<file path="src/rtl/seg7_pkg.sv">
// Shared types and helpers for the multiplexed 7-segment scan controller.
package seg7_pkg;

    typedef enum logic [1:0] {
        IDLE  = 2'd0,
        BLANK = 2'd1,
        SHOW  = 2'd2
    } scan_state_e;

    localparam int unsigned DEF_NUM_DIGITS = 4;
    localparam int unsigned DEF_SEG_W      = 7;

    // Callers truncate the result to their digit count.
    function automatic logic [31:0] onehot(input int unsigned index);
        return 32'd1 << index;
    endfunction

    function automatic logic phys(input logic level, input logic active_low);
        return level ^ active_low;
    endfunction

endpackage

</file>
<file path="src/rtl/seg7_phase_cnt.sv">
// Loadable phase down-counter; a loaded 0 is treated as 1 and the count never wraps.
module seg7_phase_cnt #(
    parameter int unsigned Width = 16
) (
    input  logic             clk_i,
    input  logic             rst_ni,
    input  logic             load_i,
    input  logic [Width-1:0] load_val_i,
    output logic             done_o
);

    logic [Width-1:0] cnt_q, cnt_d;

    always_comb begin
        cnt_d = cnt_q;
        if (load_i) begin
            cnt_d = (load_val_i == '0) ? Width'(1) : load_val_i;
        end else if (cnt_q > Width'(1)) begin
            cnt_d = cnt_q - Width'(1);
        end
    end

    always_ff @(posedge clk_i or negedge rst_ni) begin
        if (!rst_ni) begin
            cnt_q <= '0;
        end else begin
            cnt_q <= cnt_d;
        end
    end

    assign done_o = (cnt_q <= Width'(1));

endmodule

</file>
<file path="src/rtl/seg7_scan_ctrl.sv">
// Time-multiplexes a shared 7-segment bus across digit enables; new patterns
// are taken by valid/ready and swapped in only between frames.
module seg7_scan_ctrl
    import seg7_pkg::*;
#(
    parameter int unsigned NUM_DIGITS     = DEF_NUM_DIGITS,
    parameter int unsigned SEG_W          = DEF_SEG_W,
    parameter int unsigned DWELL_W        = 16,
    parameter int unsigned BLANK_W        = 8,
    parameter bit          SEG_ACTIVE_LOW = 1'b1,
    parameter bit          DIG_ACTIVE_LOW = 1'b1
) (
    input  logic                        clk_clk,
    input  logic                        reset_reset_n,
    input  logic                        enable_i,
    input  logic [NUM_DIGITS*SEG_W-1:0] pattern_i,
    input  logic                        pattern_valid_i,
    output logic                        pattern_ready_o,
    input  logic [DWELL_W-1:0]          dwell_i,
    input  logic [BLANK_W-1:0]          blank_i,
    output logic [SEG_W-1:0]            seg_o,
    output logic [NUM_DIGITS-1:0]       dig_o,
    output logic                        frame_done_o
);

    localparam int unsigned IdxW = (NUM_DIGITS > 1) ? $clog2(NUM_DIGITS) : 1;
    localparam int unsigned PatW = NUM_DIGITS * SEG_W;
    localparam logic [IdxW-1:0] LastIdx = IdxW'(NUM_DIGITS - 1);

    scan_state_e            state_q, state_d;
    logic [IdxW-1:0]        idx_q, idx_d;
    logic [PatW-1:0]        active_q, active_d;
    logic [PatW-1:0]        pending_q, pending_d;
    logic                   pend_full_q, pend_full_d;
    logic [SEG_W-1:0]       seg_q, seg_d;
    logic [NUM_DIGITS-1:0]  dig_q, dig_d;
    logic                   frame_done_q, frame_done_d;

    logic blank_load, blank_done;
    logic dwell_load, dwell_done;
    logic frame_end, accept, promote;
    logic [SEG_W-1:0]      seg_l;
    logic [NUM_DIGITS-1:0] dig_l;

    seg7_phase_cnt #(
        .Width(BLANK_W)
    ) u_blank_cnt (
        .clk_i     (clk_clk),
        .rst_ni    (reset_reset_n),
        .load_i    (blank_load),
        .load_val_i(blank_i),
        .done_o    (blank_done)
    );

    seg7_phase_cnt #(
        .Width(DWELL_W)
    ) u_dwell_cnt (
        .clk_i     (clk_clk),
        .rst_ni    (reset_reset_n),
        .load_i    (dwell_load),
        .load_val_i(dwell_i),
        .done_o    (dwell_done)
    );

    always_comb begin
        state_d    = state_q;
        idx_d      = idx_q;
        blank_load = 1'b0;
        dwell_load = 1'b0;
        frame_end  = 1'b0;
        unique case (state_q)
            IDLE: begin
                if (enable_i) begin
                    state_d    = BLANK;
                    idx_d      = '0;
                    blank_load = 1'b1;
                end
            end
            BLANK: begin
                if (!enable_i) begin
                    state_d = IDLE;
                    idx_d   = '0;
                end else if (blank_done) begin
                    state_d    = SHOW;
                    dwell_load = 1'b1;
                end
            end
            SHOW: begin
                if (!enable_i) begin
                    state_d = IDLE;
                    idx_d   = '0;
                end else if (dwell_done) begin
                    state_d    = BLANK;
                    blank_load = 1'b1;
                    if (idx_q == LastIdx) begin
                        idx_d     = '0;
                        frame_end = 1'b1;
                    end else begin
                        idx_d = idx_q + 1'b1;
                    end
                end
            end
            default: begin
                state_d = IDLE;
                idx_d   = '0;
            end
        endcase
    end

    // Accept needs an empty pending slot and promotion a full one, so they never coincide.
    always_comb begin
        accept      = pattern_valid_i && !pend_full_q;
        promote     = pend_full_q && (frame_end || (state_q == IDLE));
        pending_d   = pending_q;
        pend_full_d = pend_full_q;
        active_d    = active_q;
        if (promote) begin
            active_d    = pending_q;
            pend_full_d = 1'b0;
        end
        if (accept) begin
            pending_d   = pattern_i;
            pend_full_d = 1'b1;
        end
    end

    // Outputs are built from next-state values so the registered pins line up with state_q.
    always_comb begin
        seg_l = '0;
        dig_l = '0;
        if (state_d == SHOW) begin
            seg_l = active_q[32'(idx_d) * SEG_W +: SEG_W];
            dig_l = NUM_DIGITS'(onehot(32'(idx_d)));
        end
        for (int i = 0; i < int'(SEG_W); i++) begin
            seg_d[i] = phys(seg_l[i], SEG_ACTIVE_LOW);
        end
        for (int i = 0; i < int'(NUM_DIGITS); i++) begin
            dig_d[i] = phys(dig_l[i], DIG_ACTIVE_LOW);
        end
        frame_done_d = frame_end;
    end

    always_ff @(posedge clk_clk or negedge reset_reset_n) begin
        if (!reset_reset_n) begin
            state_q      <= IDLE;
            idx_q        <= '0;
            active_q     <= '0;
            pending_q    <= '0;
            pend_full_q  <= 1'b0;
            seg_q        <= {SEG_W{SEG_ACTIVE_LOW}};
            dig_q        <= {NUM_DIGITS{DIG_ACTIVE_LOW}};
            frame_done_q <= 1'b0;
        end else begin
            state_q      <= state_d;
            idx_q        <= idx_d;
            active_q     <= active_d;
            pending_q    <= pending_d;
            pend_full_q  <= pend_full_d;
            seg_q        <= seg_d;
            dig_q        <= dig_d;
            frame_done_q <= frame_done_d;
        end
    end

    assign seg_o           = seg_q;
    assign dig_o           = dig_q;
    assign frame_done_o    = frame_done_q;
    assign pattern_ready_o = !pend_full_q;

endmodule

</file>
<file path="config.mk">
export PLATFORM = sky130hd
export DESIGN_NAME = seg7_scan_ctrl
export DESIGN_NICKNAME = d
export VERILOG_FILES = /design/src/rtl/seg7_pkg.sv /design/src/rtl/seg7_phase_cnt.sv /design/src/rtl/seg7_scan_ctrl.sv
export SDC_FILE = /design/constraint.sdc
export NUM_CORES = 1
export LEC_CHECK = 0
export ABC_AREA = 1
export CAP_MARGIN = 20
export CORE_UTILIZATION = 50
export DETAILED_ROUTE_END_ITERATION = 10
export GPL_TIMING_DRIVEN = 0
export PLACE_DENSITY = 0.72
export SLEW_MARGIN = 20
export SYNTH_ARGS = -nofsm -noshare
export SYNTH_HDL_FRONTEND = slang
export SYNTH_SLANG_ARGS = --single-unit
</file>
<file path="constraint.sdc">
create_clock -name clk_clk -period 5.8 [get_ports clk_clk]
set_clock_uncertainty 0.15 [all_clocks]
set_input_delay 1.16 -clock clk_clk [delete_from_list [all_inputs] [get_ports clk_clk]]
set_output_delay 1.16 -clock clk_clk [all_outputs]
set_load 0.005 [all_outputs]
</file>
==> metrics.md <==
| Metric | Value |
|---|---|
| Status | `finished with violations` |
| Failing checks | `design-rule violations` |
| Synth Area in Simple Gates | `25.4%` |
| Post-synth ARST share | `100%` |
| PD cells | `413 nW/um^2` |
| # IOs | `69` |
| # DRC | `10` |
| Area delta synth->final | `22.5%` |
| CTS resizes | `0` |
| Area post-placement | `5460 um^2` |
| Core box area | `8850 um^2` |
| Final Hold Viols | `0` |
| Max_slew headroom | `63.6%` |
| Max-slew violations | `0` |
| Mapped Nets | `590` |
| Synth top area cells | `dfrtp_1 (47%), nand2_1 (13%), dfstp_2 (6.3%)` |
| Crit path buffers/inverters | `4` |
| Gate power share | `33.0%` |
| Most common cell after layout, fill and taps aside | `nand2_1` |
| Finish-stage setup viols | `0` |
| Gr ovfl total | `0` |
| Antenna-violating nets left | `0` |
| Synth top area share | `46.6%` |
| Post-CTS setup buffer count | `0` |
| Seq cells post-synth | `97` |
| GP Congestion | `0.823` |
| Ratio of cells with drive above 1 in the final layout | `14.5%` |
| Fmax achieved | `360 MHz` |
| Largest net degree at the start of global routing | `54` |
| Measured slew at the worst slew-check pin | `0.546 ns` |
| CP startpoint kind | `primary input` |
| WHS | `0.324 ns` |
| Die Y | `98.1 um` |
| DIE WIDTH | `98.1 um` |
| Arr. time, crit path | `2.91 ns` |
| Clock slew at reported path FFs | `0.11 ns` |
| CTS H-tree depth | `3` |
| Post-synth EDFFs | `0` |
| Most frequent CP cell | `nand2_1` |
| HP Class | `reg -> reg` |
| Hold Buf Count CTS | `0` |
| Worst VDD drop | `0.212 mV` |
| Final min period | `2.77 ns` |
| Setup CP Type | `in -> reg` |
| Crit share post-route | `47.8%` |
| Power, Total | `2.33 mW` |
| Xor-xnor portion of the synthesized cell area | `1.33%` |
| DR iter-0 viols | `118` |
| Initial antenna violation count | `0` |
| Max-cap violations | `0` |
| Latest clock arrival within the worst-skew pair | `0.37 ns` |
| RSZ-0062 raised after global routing | `no` |
| Wirelength, routed | `9600 um` |
| N_diodes | `0` |
| IO buf count | `68` |
| Worst EP required | `5.93 ns` |
| Clock power share | `18.6%` |
| Largest stage delay on the critical path | `0.52 ns` |
| Detailed-route vias per instance | `5.07` |
| CP max FO | `10` |
| Pre-antenna DRT Iters | `8` |
| Switching portion of total power | `36.7%` |
| Area leader, netlist | `dfrtp_1` |
| Leak | `2.70 nW` |
| Dominant synthesized flop cell | `dfrtp_1` |
| Area of the die | `9620 um^2` |
| Multiplexer area fraction after synthesis | `5.61%` |
| Rows | `34` |
| Sink Count | `97` |
| Yosys warns | `0` |
| Cell family with most CP delay | `simple AND/OR/NAND/NOR gates` |
| Nets | `670` |
| Internal | `1.48 mW` |
| Total GRT Usage | `21.2%` |
| Sequential Power Share | `48.4%` |
| Adder-Cell Fraction of Synth Area | `1.36%` |
| Avg Cell Area, Syn | `8.72 um^2` |
| Largest family of logic cells by synthesized area | `simple AND/OR/NAND/NOR gates` |
| Most frequent cells in the layout | `nand2_1 (165), dfrtp_1 (86), clkdlybuf4s50_1 (67), inv_1 (50), nand3_1 (38)` |
| Total CTS buffers | `9` |
| Deepest clock path buffer count | `2` |
| Final TNS setup | `0 ns` |
| Synthesized instance count | `529` |
| Synth cell types | `37` |
| Post-route cell area | `5650 um^2` |
| First-pass GRT wire length | `16,100 um` |
| Sequential share of the synthesized area | `52.9%` |
| Crit end category | `flop` |
| Vias | `3,664` |
| Sw Pwr | `857 uW` |
| Mapped cell area | `4610 um^2` |
| Post-DP HPWL | `7060 um` |
| CTS tree | `done` |
| Cell chain of the critical path | `clkdlybuf4s50_1 -> inv_1 -> nor2_1 -> nand2_1 -> inv_1 -> nand2_1 -> nand2_2 -> nand2_4 -> nand2_4 -> buf_8 -> nand2_2 -> nand2_1 -> nand2_1 -> nand2_1 -> nand2_1` |
| Slowest cell on crit path | `clkdlybuf4s50_1` |
| Starting Density | `52.1%` |
| WL/cell | `13.3 um` |
| Vias in the first global route | `3,623` |
| Synth Area in Compound Gates | `6.81%` |
| CTS root buffer | `clkbuf_8` |
==> routing by layer <==
| metal | part of all wire (%) | global-route usage [%] | routed length (um) | vias to the layer above |
|---|---|---|---|---|
| met3 | 4.7 | 4.01 | 448 | 6 |
| met5 | 0 | 0 | 0 | - |
| met2 | 49 | 36.6 | 4690 | 91 |
| met1 | 46 | 27.0 | 4390 | 1717 |
| met4 | 0.75 | 6.41 | 72 | 0 |
| li1 | - | - | - | 1850 |
==> synthesized netlist by cell type, types with 3 or more instances <==
master / n
a21oi_1: 16
a31oi_1: 3
buf_2: 8
clkbuf_1: 4
dfrtp_1: 86
dfstp_2: 11
ha_1: 5
inv_1: 50
mux2_2: 23
nand2_1: 165
nand2_2: 11
nand3_1: 38
nand4_1: 3
nor2_1: 36
nor2_2: 5
nor3_1: 3
o21ai_0: 25
o21ai_1: 5
o221ai_1: 4
xnor2_1: 5
==> tightest hold or removal path: stages, from the launching register on <==
cell and delay (ns):
dfrtp_1 0.35, nand2_1 0.05, nand2_1 0.04
==> final timing paths <==
| check | slack (ns) | cells after the start | endpoint | from |
|---|---|---|---|---|
| max in group asynchronous | 4.26 | 2 | seg_o[4] | reset_reset_n |
| min in group asynchronous | 0.58 | 1 | u_blank_cnt.cnt_q[3] | reset_reset_n |
| setup reg to reg | 3.40 | 16 | seg_o[5] | u_dwell_cnt.cnt_q[0] |
| hold / removal | 0.32 | 2 | active_q[20] | pending_q[20] |
| setup / recovery | 3.03 | 15 | seg_o[5] | enable_i |
| hold reg to reg | 0.32 | 2 | active_q[20] | pending_q[20] |
==> registers in the layout (all words and copies together), names as in the netlist, 2 cells and up <==
signal and flops:
idx_q 2, u_dwell_cnt.cnt_q 16, pending_q 28, u_blank_cnt.cnt_q 8, dig_o 4, active_q 28, state_q 2, seg_o 7
==> final cells by class <==
| cell class | count | area, um^2 |
|---|---|---|
| fill | 794 | 3200 |
| sequential | 97 | 2440 |
| multi-input combinational | 362 | 1870 |
| timing repair buffer | 69 | 709 |
| inverter | 54 | 204 |
| tap | 108 | 135 |
| clock buffer | 9 | 124 |
| buffer | 16 | 100 |
| clock inverter | 7 | 67.6 |
==> per-stage QoR <==
stage          utilization, %  instances  worst slack (ns)
2_1_floorplan               -        529              3.45
5_1_grt                  63.9        722              2.90
6_report                 63.9        722              3.03
4_1_cts                  63.9        722              3.05
3_3_place_gp             61.4        705           -0.0895
3_5_place_dp             61.7        706              2.66
==> power groups by stage <==
stage               combinational [mW]  sequential (mW)  clock (mW)
global route                     0.886             1.16       0.476
floorplan                        0.593             1.09           0
CTS                              0.779             1.13       0.447
finish                           0.770             1.13       0.434
global placement                 0.739             1.13           0
detailed placement               0.777             1.14           0
==> logic make-up (layout without fill, tap and decap cells) <==
| kind of cell | count (synthesis) | in the layout |
|---|---|---|
| muxes | 23 | 23 |
| AOI/OAI and AO/OA | 57 | 57 |
| xor gates and xnor gates | 7 | 7 |
| adders and majority gates | 5 | 5 |
| buffers and inverters | 70 | 155 |
| DFF | 97 | 97 |
| and+or+nand+nor | 270 | 270 |
(Power assumes the default switching activity.)
